===== config.mk =====
export PLATFORM = sky130hd
export DESIGN_NAME = systolic_feeder
export DESIGN_NICKNAME = d
export VERILOG_FILES = /design/src/rtl/systolic_feeder.sv
export SDC_FILE = /design/constraint.sdc
export NUM_CORES = 1
export LEC_CHECK = 0
export BUFFER_PORTS_ARGS = -buffer_cell sky130_fd_sc_hd__buf_2
export CORE_MARGIN = 2
export CORE_UTILIZATION = 41
export CTS_CLUSTER_SIZE = 25
export DETAILED_ROUTE_END_ITERATION = 8
export PLACE_DENSITY = 0.61
export SYNTH_ARGS = -nofsm -noshare
export SYNTH_HDL_FRONTEND = slang
export SYNTH_SLANG_ARGS = --single-unit

===== constraint.sdc =====
create_clock -name clk -period 2.4 [get_ports clk]
set_input_delay 0.12 -clock clk [delete_from_list [all_inputs] [get_ports clk]]
set_output_delay 0.12 -clock clk [all_outputs]
set_load 0.005 [all_outputs]

===== src/rtl/systolic_feeder.sv =====
// Skewed operand feeder for a LANES x LANES systolic array: lane i of each beat is delayed i cycles.
// Define SYSTOLIC_FEEDER_BUBBLE_CNT_EN to add the saturating 16-bit bubble_cnt output.
module systolic_feeder #(
  parameter int unsigned LANES   = 4,
  parameter int unsigned WORD    = 8,
  parameter int unsigned K_DEPTH = 8
) (
  input  logic                   clk,
  input  logic                   clear_n,
  input  logic                   start,
  input  logic                   in_valid,
  output logic                   in_ready,
  input  logic [LANES*WORD-1:0]  in_a,
  input  logic [LANES*WORD-1:0]  in_b,
  output logic [LANES*WORD-1:0]  a_out,
  output logic [LANES*WORD-1:0]  b_out,
  output logic                   busy,
`ifdef SYSTOLIC_FEEDER_BUBBLE_CNT_EN
  output logic [15:0]            bubble_cnt,
`endif
  output logic                   tile_done
);

  localparam int unsigned BeatW  = (K_DEPTH > 1) ? $clog2(K_DEPTH) : 1;
  localparam int unsigned DrainW = (LANES > 1) ? $clog2(LANES) : 1;
  localparam logic [BeatW-1:0]  BeatLast  = BeatW'(K_DEPTH - 1);
  localparam logic [DrainW-1:0] DrainLast = DrainW'(LANES - 1);

  typedef enum logic [1:0] {StIdle, StStream, StDrain, StDone} state_e;

  state_e              state_q;
  logic [BeatW-1:0]    beat_q;
  logic [DrainW-1:0]   drain_q;
  logic [LANES*WORD-1:0] stage_a, stage_b;

  assign in_ready  = (state_q == StStream);
  assign busy      = (state_q != StIdle);
  assign tile_done = (state_q == StDone);

  // Anything other than an accepted beat injects zeros into the skew line.
  assign stage_a = (in_ready && in_valid) ? in_a : '0;
  assign stage_b = (in_ready && in_valid) ? in_b : '0;

  always_ff @(posedge clk or negedge clear_n) begin
    if (!clear_n) begin
      state_q <= StIdle;
      beat_q  <= '0;
      drain_q <= '0;
    end else begin
      unique case (state_q)
        StIdle: begin
          beat_q  <= '0;
          drain_q <= '0;
          if (start) state_q <= StStream;
        end
        StStream: begin
          if (in_valid) begin
            if (beat_q == BeatLast) begin
              beat_q  <= '0;
              state_q <= StDrain;
            end else begin
              beat_q <= beat_q + 1'b1;
            end
          end
        end
        StDrain: begin
          if (drain_q == DrainLast) begin
            drain_q <= '0;
            state_q <= StDone;
          end else begin
            drain_q <= drain_q + 1'b1;
          end
        end
        StDone: state_q <= StIdle;
        default: state_q <= StIdle;
      endcase
    end
  end

  for (genvar i = 0; i < LANES; i++) begin : g_lane
    logic [WORD-1:0] a_sr [0:i];
    logic [WORD-1:0] b_sr [0:i];

    always_ff @(posedge clk or negedge clear_n) begin
      if (!clear_n) begin
        for (int j = 0; j <= i; j++) begin
          a_sr[j] <= '0;
          b_sr[j] <= '0;
        end
      end else begin
        a_sr[0] <= stage_a[i*WORD +: WORD];
        b_sr[0] <= stage_b[i*WORD +: WORD];
        for (int j = 1; j <= i; j++) begin
          a_sr[j] <= a_sr[j-1];
          b_sr[j] <= b_sr[j-1];
        end
      end
    end

    assign a_out[i*WORD +: WORD] = a_sr[i];
    assign b_out[i*WORD +: WORD] = b_sr[i];
  end

`ifdef SYSTOLIC_FEEDER_BUBBLE_CNT_EN
  logic [15:0] bubble_q;

  always_ff @(posedge clk or negedge clear_n) begin
    if (!clear_n) begin
      bubble_q <= '0;
    end else if (state_q == StIdle && start) begin
      bubble_q <= '0;
    end else if (state_q == StStream && !in_valid && bubble_q != 16'hFFFF) begin
      bubble_q <= bubble_q + 16'd1;
    end
  end

  assign bubble_cnt = bubble_q;
`endif

endmodule


== Word-level counts from Yosys, hierarchy flattened ==
Cells that the tools add are included.
Word-level totals
  flip-flop bits (word level): 167
  input port bits: 68
  logic and storage cells: 53
Cells by class
  $add $sub $neg: 2
  eq/ne operators: 9
  mux-type cells: 12
  reductions and logical operators: 7
Operators with widths (count)
  2-to-1 mux 32 bit: 2
  2-to-1 mux 2 bit: 5
  case mux 2 bit (4 select lines): 1
  == test 2 bit (second input constant): 3
  2-to-1 mux 3 bit: 2
  != test 2 bit (second input constant): 3
  case mux 3 bit (2 select lines): 1
  nonzero test 2 bit: 3
  case mux 2 bit (2 select lines): 1
  AND reduction 4 bit: 1
  adder 3 x 1 -> 3 bit (second input constant): 1
  == test 3 bit (second input constant): 1
  adder 2 x 1 -> 2 bit (second input constant): 1
  == test 2 x 1 -> 1 bit (second input constant): 1
  logical NOT 2 bit: 1
  != test 2 x 1 -> 1 bit (second input constant): 1
  AND reduction 2 bit: 1
  logical AND 1 bit: 1

== Longest topological paths before layout ==
  word-level depth: 4
  mapped depth: 5
  gate-level depth less buffers: 5

== Least setup slack after synthesis ==
No wires, ideal clock.
  path kind: register to register
  from: register state_q[0]
  to: register state_q[1]
  data arrival time: 1449 ps
  path slack: 824 ps
  stages on the path, launching flop included: 5
  period minus slack after synthesis: 1576 ps
  cells stage by stage: dfrtp_1 > inv_1 > ha_1 > a222oi_1 > mux2_1
Between the ends
  longest elaborated chain between the ends: 3
Ends and longest elaborated chain
  start: declaration: RTL line 31  | state_e state_q;
  start signal: assignment: RTL line 46  | state_q <= StIdle;
  start signal: assignment: RTL line 54  | if (start) state_q <= StStream;
  start signal: assignment: RTL line 60  | state_q <= StDrain;
  == test 2 bit, or another cell as far along: RTL line 50  | unique case (state_q)
  != test 2 bit (no line) or != test 2 x 1 -> 1 bit (tied branches)
  AND reduction 4 bit (no line)
Several ways; a longest one is shown, not always the timed one.
A chain may end at the register's enable or synchronous reset.

== Final worst setup path ==
  from: register state_q[1]
  to: output in_ready
Between the ends
  longest elaborated chain between the ends: 1
Ends and longest elaborated chain
  == test 2 x 1 -> 1 bit: RTL line 36  | assign in_ready = (state_q == StStream);
  end: declaration: RTL line 12  | output logic in_ready,
No other way between the ends.

==> out/qor.yml <==
postCtsSetupBuffers: 0
die_w_um: 117
clock_latency_ns: 0.42
finalSetupViolCount: 0
synth_top_area_cell: "dfrtp_1"
hold_class: "in2reg"
slew_headroom_pct: 61.7
hpwl_mm: 4.95
clk_pin_slew_worst_paths_ns: 0.06
slowest_delay_ns: 0.45
hold_ws_ns: 0.143
fin_total_pwr_w: 0.00723
hold_depth: 3
synth_top_family_by_area: "buffers and inverters"
rr_endpoint: "state_q[1]$_DFFE_PN0P_"
worst-endpoint-arrival_ns: 1.81
layout_worst_path_cycle_share_pct: 80.6
fin_crit_ns: 1.93
ys.warnings.count: 0
drt_iter0_drc: 166
grt_pass1_vias: 2865
routed_wl_mm: 8.80
hold_path_startpoint: "in_valid"
rr_worst_depth: 4
grtUsageTotal_pct: 14.0
worst-setup-path-type: "reg2out"
rsz0062_at_grt: "false"
max-cap-violations: 0
fillCellCount: 1008
wl_met3_um: 403
tns_ns: 0
synth_cells: 323
htreeDepth: 4
synth_seq_cells: 167
cp.required_ns: 2.28
worstHoldEndpoint: "beat_q[0]$_DFFE_PN0P_"
pin_count: 135
fin_skew_ns: 0.00671
grt_start_max_net_pins: 70
vias: 2844
drt-pass1-iter-count: 4
drt-met1-wl_mm: 3.46
wl_met2_mm: 4.67
synthMuxAreaShare_pct: 1.05
slowest_stage: "buf_4"
synthAdderAreaFrac_pct: 1.91
layout_common_cells: "dfrtp_1, buf_2, dlygate4sd3_1"
fmax_mhz: 517
gp_congestion: 0.662
synth_compound_area_share_pct: 1.03
final_common_cell: "dfrtp_1"
p_leak_nw: 4.05
outcome: "complete, no violations"
timing.critical_path.buf_inv: 3
hold_viol: 0
yosys.area_share.simple_pct: 8.06
cts_sinks: 167
maxSlewViolCount: 0
ff2ff_setup_slack_ns: 0.68
critPathMaxFanout: 69
start_util_pct: 41.7
root_buffer: "clkbuf_16"
antenna_found_initial: 0
portBuffers: 134
placementRows: 41
cts_tree: "done"
diodes: 0
powerDensity_nw_per_um2: 1020
setup.worst_path.start: "state_q[1]$_DFFE_PN0P_"
worst_setup_path_end_kind: "output port"
ir_worst_vdd_mv: 0.416
crit_chain: "inv_1, ha_2, buf_4, buf_2"
grt_first_pass_wirelength_mm: 14.0
cpLargestDelayFamily: "buffers and inverters"
seq_area_um2: 4180
ctsLongestPathBuffers: 2
drtAntennaViolNets: 0
synth_top_cell_area_share_pct: 79.7
synth_xor_area_share_pct: 0
wl_per_cell_um: 13.2
grt-ovfl-total: 0
drive_gt1_share_pct: 35.1
top_layer: "met4"
cp-start-kind: "flip-flop"
syn-mean-instance-area_um2: 16.2
multiInputGateArea_um2: 634
syn_nets: 399
die-height_um: 117
netlist_top_cells_area: "dfrtp_1, and3_1, buf_4"
timing_worst_slew_pin_value_ns: 0.575
syn_to_final_growth_pct: 35.3
drc: 0
syn_area_um2: 5240
ys_seq_area_share_pct: 79.7
nets: 559
dieArea_um2: 13700
via_per_inst: 4.26
reg2reg_from: "state_q[0]$_DFFE_PN0P_"
core_area_um2: 12600
yosysUniqueCellTypes: 14
cts_buffers: 17
-- worst register-to-register path: cells and delay by family, from the launching register on --
kind | cells | cell delay [ns]
fa+ha+maj | 1 | 0.26
buf+inv | 1 | 0.10
mux | 1 | 0.37
compound gates | 1 | 0.50
flops | 1 | 0.38
-- synth_stat cells (all sizes together) --
| cell type | count |
|---|---|
| clkbuf | 13 |
| dfrtp | 167 |
| a222oi | 1 |
| inv | 5 |
| nor2 | 5 |
| buf | 49 |
| a22o | 5 |
| nand2 | 1 |
| mux2i | 1 |
| mux2 | 4 |
| and3 | 64 |
| ha | 8 |
-- metal layers --
layer	global-route usage, %	vias up
met2	22.2	80
met1	16.3	1410
li1	-	1331
met4	9.33	0
met3	4.74	23
met5	0	-
-- cell type report --
class | count | area share (%)
clock buffer | 17 | 6.00
clock inverter | 15 | 3.35
inverter | 5 | 0.265
multi-input combinational | 89 | 8.94
sequential | 167 | 58.9
tap | 172 | 3.03
timing repair buffer | 203 | 19.5
-- registers in the layout, indices dropped and copies added (netlist names) --
signal / count
state_q: 2
beat_q: 3
b_out: 24
a_out: 24
g_lane.b_sr: 56
drain_q: 2
g_lane.a_sr: 56
-- worst max-delay path by stage --
stage	end	slack [ns]	cells after the start
finish	in_ready	0.47	4
detailed placement	beat_q[2]$_DFFE_PN0P_	0.68	5
floorplan	state_q[1]$_DFFE_PN0P_	0.82	4
global route	in_ready	0.33	4
CTS	in_ready	0.42	4
global placement	beat_q[0]$_DFFE_PN0P_	0.77	5
-- cell families after synthesis --
group,Yosys count
DFF,167
and+or+nand+nor,70
buffers and inverters,67
adders and majority gates,8
AOI/OAI and AO/OA,6
muxes,5
-- repair_timing --
item / CTS / global route
hold endpoints to repair: 127 / 0
setup endpoints to repair: 0 / 0
gates resized for setup: 0 / 0
hold buffers: 65 / 0
-- through the flow --
stage	utilization, %	worst slack, ns	cell area, um^2	instances
2_1_floorplan	-	0.824	5240	323
3_3_place_gp	46.0	0.768	5780	571
3_5_place_dp	46.0	0.675	5780	571
4_1_cts	56.4	0.422	7090	668
5_1_grt	56.4	0.327	7090	668
6_report	56.4	0.465	7090	668
-- where the power goes --
group / switching (W) / total (W) / leakage (nW) / internal [W]
Clock: 0.00111 / 0.00298 / 0.323 / 0.00187
Combinational: 0.000471 / 0.000907 / 1.44 / 0.000436
Sequential: 0.000122 / 0.00334 / 2.29 / 0.00322
Total: 0.00170 / 0.00723 / 4.05 / 0.00553
(Power assumes the default switching activity.)
